$ cat src/rtl/cdb_arbiter.sv
// Result-bus arbiter: one holding entry per execution requester, two CDB broadcast
// slots per cycle, granted round-robin starting at rr_ptr.
module cdb_arbiter #(
    parameter int                 DATA_W      = 32,
    parameter int                 ROB_W       = 6,
    parameter logic [ROB_W-1:0]   INVALID_NUM = 6'b010000
) (
    input  logic                  clock,
    input  logic                  reset,
    input  logic [3:0]            req_valid,
    input  logic [4*DATA_W-1:0]   req_data,
    input  logic [4*ROB_W-1:0]    req_robNum,
    output logic [3:0]            req_ready,
    input  logic                  flush,
    output logic                  cdbIscast,
    output logic [DATA_W-1:0]     cdbData,
    output logic [ROB_W-1:0]      cdbRobNum,
    output logic                  cdbIscast2,
    output logic [DATA_W-1:0]     cdbData2,
    output logic [ROB_W-1:0]      cdbRobNum2,
    output logic [2:0]            pending_cnt
);

    logic [3:0]        pending;
    logic [DATA_W-1:0] hold_data [4];
    logic [ROB_W-1:0]  hold_tag  [4];
    logic [1:0]        rr_ptr;

    logic              g1_valid;
    logic              g2_valid;
    logic [1:0]        g1_idx;
    logic [1:0]        g2_idx;
    logic [1:0]        scan_idx;
    logic [3:0]        granted;
    logic [3:0]        accept;
    logic [3:0]        pending_next;
    logic [1:0]        rr_next;
    logic              slot1_fire;
    logic              slot2_fire;

    function automatic logic [2:0] popcount4(input logic [3:0] v);
        return 3'(v[0]) + 3'(v[1]) + 3'(v[2]) + 3'(v[3]);
    endfunction

    // First two pending entries in rotating order from rr_ptr.
    always_comb begin
        g1_valid = 1'b0;
        g2_valid = 1'b0;
        g1_idx   = 2'd0;
        g2_idx   = 2'd0;
        scan_idx = 2'd0;
        for (int k = 0; k < 4; k++) begin
            scan_idx = rr_ptr + 2'(k);
            if (pending[scan_idx]) begin
                if (!g1_valid) begin
                    g1_valid = 1'b1;
                    g1_idx   = scan_idx;
                end else if (!g2_valid) begin
                    g2_valid = 1'b1;
                    g2_idx   = scan_idx;
                end
            end
        end
    end

    always_comb begin
        granted = 4'b0000;
        if (g1_valid) granted[g1_idx] = 1'b1;
        if (g2_valid) granted[g2_idx] = 1'b1;
    end

    // A requester being granted this edge may refill its entry at the same edge.
    assign req_ready    = (~pending | granted) & {4{~flush}};
    assign accept       = req_valid & req_ready;
    assign pending_next = flush ? 4'b0000 : ((pending & ~granted) | accept);
    assign slot1_fire   = g1_valid & ~flush;
    assign slot2_fire   = g2_valid & ~flush;

    always_comb begin
        rr_next = rr_ptr;
        if (flush)         rr_next = 2'd0;
        else if (g2_valid) rr_next = g2_idx + 2'd1;
        else if (g1_valid) rr_next = g1_idx + 2'd1;
    end

    always_ff @(posedge clock or posedge reset) begin
        if (reset) begin
            pending     <= 4'b0000;
            pending_cnt <= 3'd0;
            rr_ptr      <= 2'd0;
            for (int i = 0; i < 4; i++) begin
                hold_data[i] <= '0;
                hold_tag[i]  <= INVALID_NUM;
            end
        end else begin
            pending     <= pending_next;
            pending_cnt <= popcount4(pending_next);
            rr_ptr      <= rr_next;
            for (int i = 0; i < 4; i++) begin
                if (accept[i]) begin
                    hold_data[i] <= req_data[i*DATA_W +: DATA_W];
                    hold_tag[i]  <= req_robNum[i*ROB_W +: ROB_W];
                end
            end
        end
    end

    // Broadcast registers read the old entry contents, so a same-edge refill is safe.
    always_ff @(posedge clock or posedge reset) begin
        if (reset) begin
            cdbIscast  <= 1'b0;
            cdbData    <= '0;
            cdbRobNum  <= INVALID_NUM;
            cdbIscast2 <= 1'b0;
            cdbData2   <= '0;
            cdbRobNum2 <= INVALID_NUM;
        end else begin
            cdbIscast  <= slot1_fire;
            cdbData    <= slot1_fire ? hold_data[g1_idx] : '0;
            cdbRobNum  <= slot1_fire ? hold_tag[g1_idx]  : INVALID_NUM;
            cdbIscast2 <= slot2_fire;
            cdbData2   <= slot2_fire ? hold_data[g2_idx] : '0;
            cdbRobNum2 <= slot2_fire ? hold_tag[g2_idx]  : INVALID_NUM;
        end
    end

endmodule

$ cat config.mk
export PLATFORM = sky130hd
export DESIGN_NAME = cdb_arbiter
export DESIGN_NICKNAME = d
export VERILOG_FILES = /design/src/rtl/cdb_arbiter.sv
export SDC_FILE = /design/constraint.sdc
export NUM_CORES = 1
export LEC_CHECK = 0
export BUFFER_PORTS_ARGS = -buffer_cell sky130_fd_sc_hd__buf_2
export CAP_MARGIN = 10
export CORE_ASPECT_RATIO = 0.9
export CORE_UTILIZATION = 55
export DETAILED_ROUTE_END_ITERATION = 16
export PLACE_DENSITY = 0.81
export SLEW_MARGIN = 20
export SYNTH_ARGS = -nofsm -noshare
export SYNTH_HDL_FRONTEND = slang
export SYNTH_SLANG_ARGS = --single-unit
$ cat constraint.sdc
create_clock -name clock -period 11.03 [get_ports clock]
set_input_delay 1.103 -clock clock [delete_from_list [all_inputs] [get_ports clock]]
set_output_delay 1.103 -clock clock [all_outputs]
set_load 0.1 [all_outputs]
==> Word level (Yosys, flattened, before mapping) <==
Index checks and enable logic that the tools add are counted.
{ "classes": {"n_addsub": 8, "order_cmp": 10, "muxes": 59, "bitwise": 13, "n_reduce_logical": 3} }
{ "op_table": {"columns": ["op", "count"], "rows": [
  ["2-to-1 mux 32 bit", 6],
  ["binary-select mux 32 bit (select 2 bit)", 2],
  ["2-to-1 mux 2 bit", 18],
  ["2-to-1 mux 6 bit", 6],
  ["binary-select mux 6 bit (select 2 bit)", 2],
  ["less-than comparator 2 x 3 -> 1 bit, second input constant", 6],
  ["2-to-1 mux 1 bit", 16],
  ["AND 4 bit", 3],
  ["2-to-1 mux 4 bit", 3],
  ["bitwise OR 4 bit", 3],
  ["binary-select mux 1 bit (select 2 bit)", 4],
  ["inverter 4 bit", 2],
  ["adder 2 x 1 -> 2 bit, second input constant", 3],
  ["greater-or-equal comparator 3 bit, second input constant", 2],
  ["inverter 2 -> 3 bit", 2],
  ["adder 2 bit, second input constant", 2],
  ["demux 1 bit (select 2 bit)", 2],
  ["greater-or-equal comparator 2 x 1 -> 1 bit, second input constant", 2],
  ["adder 2 x 1 -> 3 bit", 1],
  ["adder 3 x 1 -> 3 bit", 1],
  ["nonzero test 3 bit", 1],
  ["adder 1 x 1 -> 2 bit", 1],
  ["AND 1 bit", 2],
  ["logical AND 1 bit", 2],
  ["inverter 1 bit", 1]
]} }
{ "totals": {"regBits": 239, "inputBits": 159, "out_inout_bits": 85, "elab_cells": 110} }

==> Logic depth before layout (Yosys ltp) <==
{ "logic_depth": {"depth_word": 25, "mapped_depth": 15, "ltp_nobuf": 11} }

==> Worst setup path after synthesis <==
Ideal clock, no wire load.
{ "synth_path": {"kind": "flip-flop to output port", "start": "register rr_ptr[0]", "end": "output req_ready[2]", "arrival_time_ns": 4.030, "required_ns": 9.927, "setup_slack_ns": 5.897, "path_stages_with_launch": 13, "cell_sequence": "dfrtp_1 buf_6 buf_2 buf_2 mux4_2 ha_1 mux2_4 and3b_2 nor2_1 o22a_1 clkbuf_1 and3_1 nor2_1"} }
{ "synth_between": {"elab_chain_cells": 19, "word_cells_on_any_way": 51, "cone_classes": "add/sub: 3; order compare: 4; mux: 39; bitwise: 3; reduce/logical: 2"} }
{ "synth_lines": {"columns": ["item", "line_no", "rtl"], "rows": [
  ["start: declaration", "27", "logic [1:0] rr_ptr;"],
  ["start signal: assignment", "98", "rr_ptr <= rr_next;"],
  ["branches (longest 16 deep; another with less-than comparator 2 x 3 -> 1 bit)", null, null],
  ["2-to-1 mux 4 bit *", "69", "if (g2_valid) granted[g2_idx] = 1'b1;"],
  ["bitwise OR 4 bit *", "73", "assign req_ready = (~pending | granted) & {4{~flush}};"],
  ["AND 4 bit *", "73", null],
  ["end: declaration", "13", "output logic [3:0] req_ready,"]
]} }
Mark *: on every way between the ends. The select of a mux whose other input is x is not followed.

==> Worst setup path in the final report <==
Ends and elaborated chain as after synthesis.

==> results.txt <==
----------------------------------------------------
[Worst setup path]
  Worst path buffer plus inverter count ... 1
  Worst-path cell chain ... mux4_2 > ha_1 > a32oi_1 > o221ai_1 > a211oi_4 > nand2_1 > and3_1 > nor2_1 > buf_2
  Logic depth of the worst path, buffers included ... 9
  Slowest stage cell, crit path ... a211oi_4
  Worst reg2reg startpoint ... rr_ptr[0]
  Setup slack, reg-to-reg ... 6200 ps
  Capture point of the worst path ... req_ready[2]
  Critical Path RT ... 9930 ps
  WS Path Type ... flop to output port
  Arr. time, crit path ... 4580 ps
  Worst reg-to-reg path cell count ... 11
  Nature of the critical path endpoint ... output port
  Capture point of the worst reg-to-reg path ... pending_cnt[1]
  Biggest fanout along the worst timing path ... 27
  CP top delay family ... compound AO/OA/AOI/OAI gates
  Largest stage delay, worst path ... 970 ps
  Launching instance or port of the critical path ... rr_ptr[0]
  Sort of element at the start of the critical path ... flop

[Power]
  Cell Pwr Density ... 314.2 mW/mm^2
  Power share of the sequential group ... 32.7%
  Internal power component ... 2.342 mW
  Fraction of power consumed by the clock network ... 21.7%
  Pwr Total ... 4.185 mW
  Power spent charging and discharging nets ... 1.843 mW
  Gate power share ... 45.5%
  Static Leak ... 6.697 nW
  Peak supply drop ... 0.2432 mV
  Switching power share of the total ... 44.03%

[Layout]
  Area growth from synthesis to layout ... 20.42%
  Count of nets after finishing ... 1199
  Final core utilization ... 68.44%
  Fraction of final layout cells with drive strength greater than 1 ... 45.20%

[Global route]
  Global-route wire length before repair ... 43650 microns
  Via count of the first global-routing pass ... 7917
  GRT Total Usage ... 27.94%
  Total congestion overflow ... 0
  Pin count of the biggest net entering global routing ... 92
  Antenna violations before repair ... 3

[Logic synthesis]
  Synthesized area per cell ... 13.54 sq um
  Post-synthesis register bit count ... 239
  Synth Warn # ... 0
  Synth Cell Area ... 0.01106 sq mm
  Compound-gate portion of the synthesized area ... 9.254%
  Ranking of synthesized cells by area ... dfrtp_1, mux2_2, mux2i_1, mux2_4, o221ai_1
  XOR/XNOR share of the synthesized area ... 0.1584%
  Most frequently used cell type in the post-synthesis netlist ... dfrtp_1
  Post-synthesis cell count ... 817
  Part of the Yosys area used for sequential elements ... 54.15%
  Number of nets in the synthesized netlist ... 981
  Synthesized-area fraction occupied by and/or/nand/nor cells ... 3.722%
  Top flip-flop cell by instance count after synthesis ... dfrtp_1
  Portion of synthesized cell area occupied by the leading cell type ... 52.72%
  Most common library cells after synthesis ... dfrtp_1, mux2_2, mux2i_1
  Main combinational cell family by area after synthesis ... multiplexers
  Distinct cell type count of the synthesized netlist ... 64
  Cell type with the highest aggregate area in the netlist ... dfrtp_1
  Fraction of the mapped netlist area in adder cells ... 0.6336%
  Portion of netlist area occupied by mux cells ... 28.46%
  Number of enable-type register cells in the synthesized netlist ... 0
  Ys async rst share ... 100.0%

[Placed design]
  Number of buffers added on ports ... 243
  Half-perimeter wire length after placement ... 17520 microns
  GPL Wtd Cong ... 0.8360

[Drt]
  First-pass iteration count of the detailed router ... 4
  Number of design-rule violations left by the first detailed-router iteration ... 393
  Overall via count from detail_route ... 7850
  DRC errors left ... 0
  Antenna violation net count after detailed routing ... 0
  Routed length per placed instance ... 21.81 microns
  Routed wire length ... 28440 microns
  Via-per-instance ratio ... 6.020

[Job]
  MaxCap Viol Count ... 0

[Clock tree]
  Clock tree buffer depth ... 3
  TritonCTS buffer count ... 25
  Htree depth ... 1
  Setup Fix Bufs, Post-CTS ... 0
  Clock tree from TritonCTS ... done
  Number of gates resized after cts ... 0
  Insertion delay to the later sink of the worst-skew pair ... 540 ps
  Clock-pin slew of the registers on the worst-case setup and hold paths ... 60 ps
  Count of hold buffers inserted by post-cts repair ... 0
  Cell chosen for the clock root ... clkbuf_16
  Sinks on Clock Net ... 239

[Min path]
  Type of the worst min-delay path ... flop to flop
  Beginning of the worst hold path ... hold_data[3]

[Die]
  Die extent in y ... 136.5 microns
  Core region area ... 0.01946 sq mm
  Cell Rows ... 48
  Effective utilization at floorplan ... 56.84%
  Horiz. Die Dim ... 151.5 microns
  Area of the die ... 0.02068 sq mm
  Io pins ... 244

[Outcome]
  Outcome ... finished clean

[Timing]
  Fmax ... 0.1760 GHz
  Headroom to the max-slew limit ... 24.82%
  Final clock skew ... 11.31 ps
  Worst hold slack ... 505.6 ps
  Clock period minus worst slack ... 5681 ps
  Final setup fails ... 0
  Unrepaired setup endpoints after global routing ... false
  Max Transition Viols Final ... 0
  Number of hold violations in the final report ... 0
  Measured slew at the worst slew-check pin ... 1124 ps
  TNS Setup ... 0 ps
  Crit share post-route ... 51.50%

----------------------------------------------------
## worst min-delay path by stage
| stage | to | cells after the start | slack, ps |
|---|---|---|---|
| 3_5_place_dp | hold_data[3] | 1 | 500 |
| 2_1_floorplan | hold_data[2] | 1 | 470 |
| 3_3_place_gp | hold_data[3] | 1 | 490 |
| 6_report | hold_data[3] | 1 | 510 |
| 4_1_cts | hold_data[3] | 1 | 510 |
| 5_1_grt | hold_data[30] | 1 | 540 |
## sequential cells by signal, summed over array words and instances (netlist names)
name	count
cdbIscast	1
pending_cnt	3
cdbData2	32
cdbRobNum2	6
hold_tag	24
cdbRobNum	6
cdbIscast2	1
hold_data	128
pending	4
cdbData	32
rr_ptr	2
## layout make-up
class	instances	area, sq um
multi-input combinational	501	4743
sequential	239	5988
antenna	1	2.502
fill	1411	6141
timing repair buffer	255	1314
clock inverter	11	181.4
tap	250	312.8
clock buffer	34	719.4
inverter	13	56.30
## kinds of logic (layout without fill, tap and decap cells)
family | Yosys count | count (layout)
muxes | 273 | 273
DFF | 239 | 239
AOI/OAI and AO/OA | 148 | 148
buffers and inverters | 77 | 313
and+or+nand+nor | 73 | 73
adders and majority gates | 5 | 5
xor gates and xnor gates | 2 | 2
other | 0 | 1
## cell usage in the layout (no fill, tap or decap), types with 3 or more instances in the layout
cell	instances
a21oi_1	35
and2_1	9
buf_2	243
buf_4	10
bufinv_16	4
clkbuf_1	3
clkbuf_16	25
clkbuf_8	6
clkinv_2	3
dfrtp_1	233
dfstp_2	6
ha_1	4
inv_1	10
mux2_1	14
mux2_2	121
mux2_4	21
mux2i_1	106
mux4_2	10
nand2_1	9
nand2b_1	6
nand3_1	4
nand3b_1	5
nor2_1	15
nor2b_1	3
o211ai_1	3
o21ai_0	10
o221ai_1	29
o22a_1	3
o22ai_1	39
or2_2	3
or3b_1	3
## stage by stage
stage                     area (sq um)  setup slack (ps)  cells
final                            13320              5349   1304
after detailed placement         12410              5886   1258
after global routing             13320              5102   1303
after CTS                        13310              5342   1303
after global placement           12410              5979   1258
after floorplan                  11060              3377    817
## metal layers
layer  routed length, microns  GRT usage [%]  up-vias
met4                      747          9.611        2
met5                       13              0        -
met1                    11600          36.50     3955
met2                    13540          45.33      361
li1                         -              -     3479
met3                     2536          7.033       53
## power by group through the flow
stage / Combinational [mW] / Sequential (mW) / Clock [mW]
floorplan: 0.952 / 1.96 / 0
global placement: 1.88 / 1.37 / 0
detailed placement: 1.91 / 1.38 / 0
CTS: 1.91 / 1.37 / 0.923
global route: 2.01 / 1.41 / 0.953
finish: 1.91 / 1.37 / 0.909
## worst register-to-register path, cell delays in order (launching register included)
cell,delay [ps]
dfrtp_1,910
mux4_2,620
ha_1,220
a32oi_1,210
o221ai_1,180
a211oi_4,970
o221a_2,410
o21ai_0,160
fa_1,540
inv_1,40
ha_1,170
ha_1,260
(Power assumes the default switching activity.)
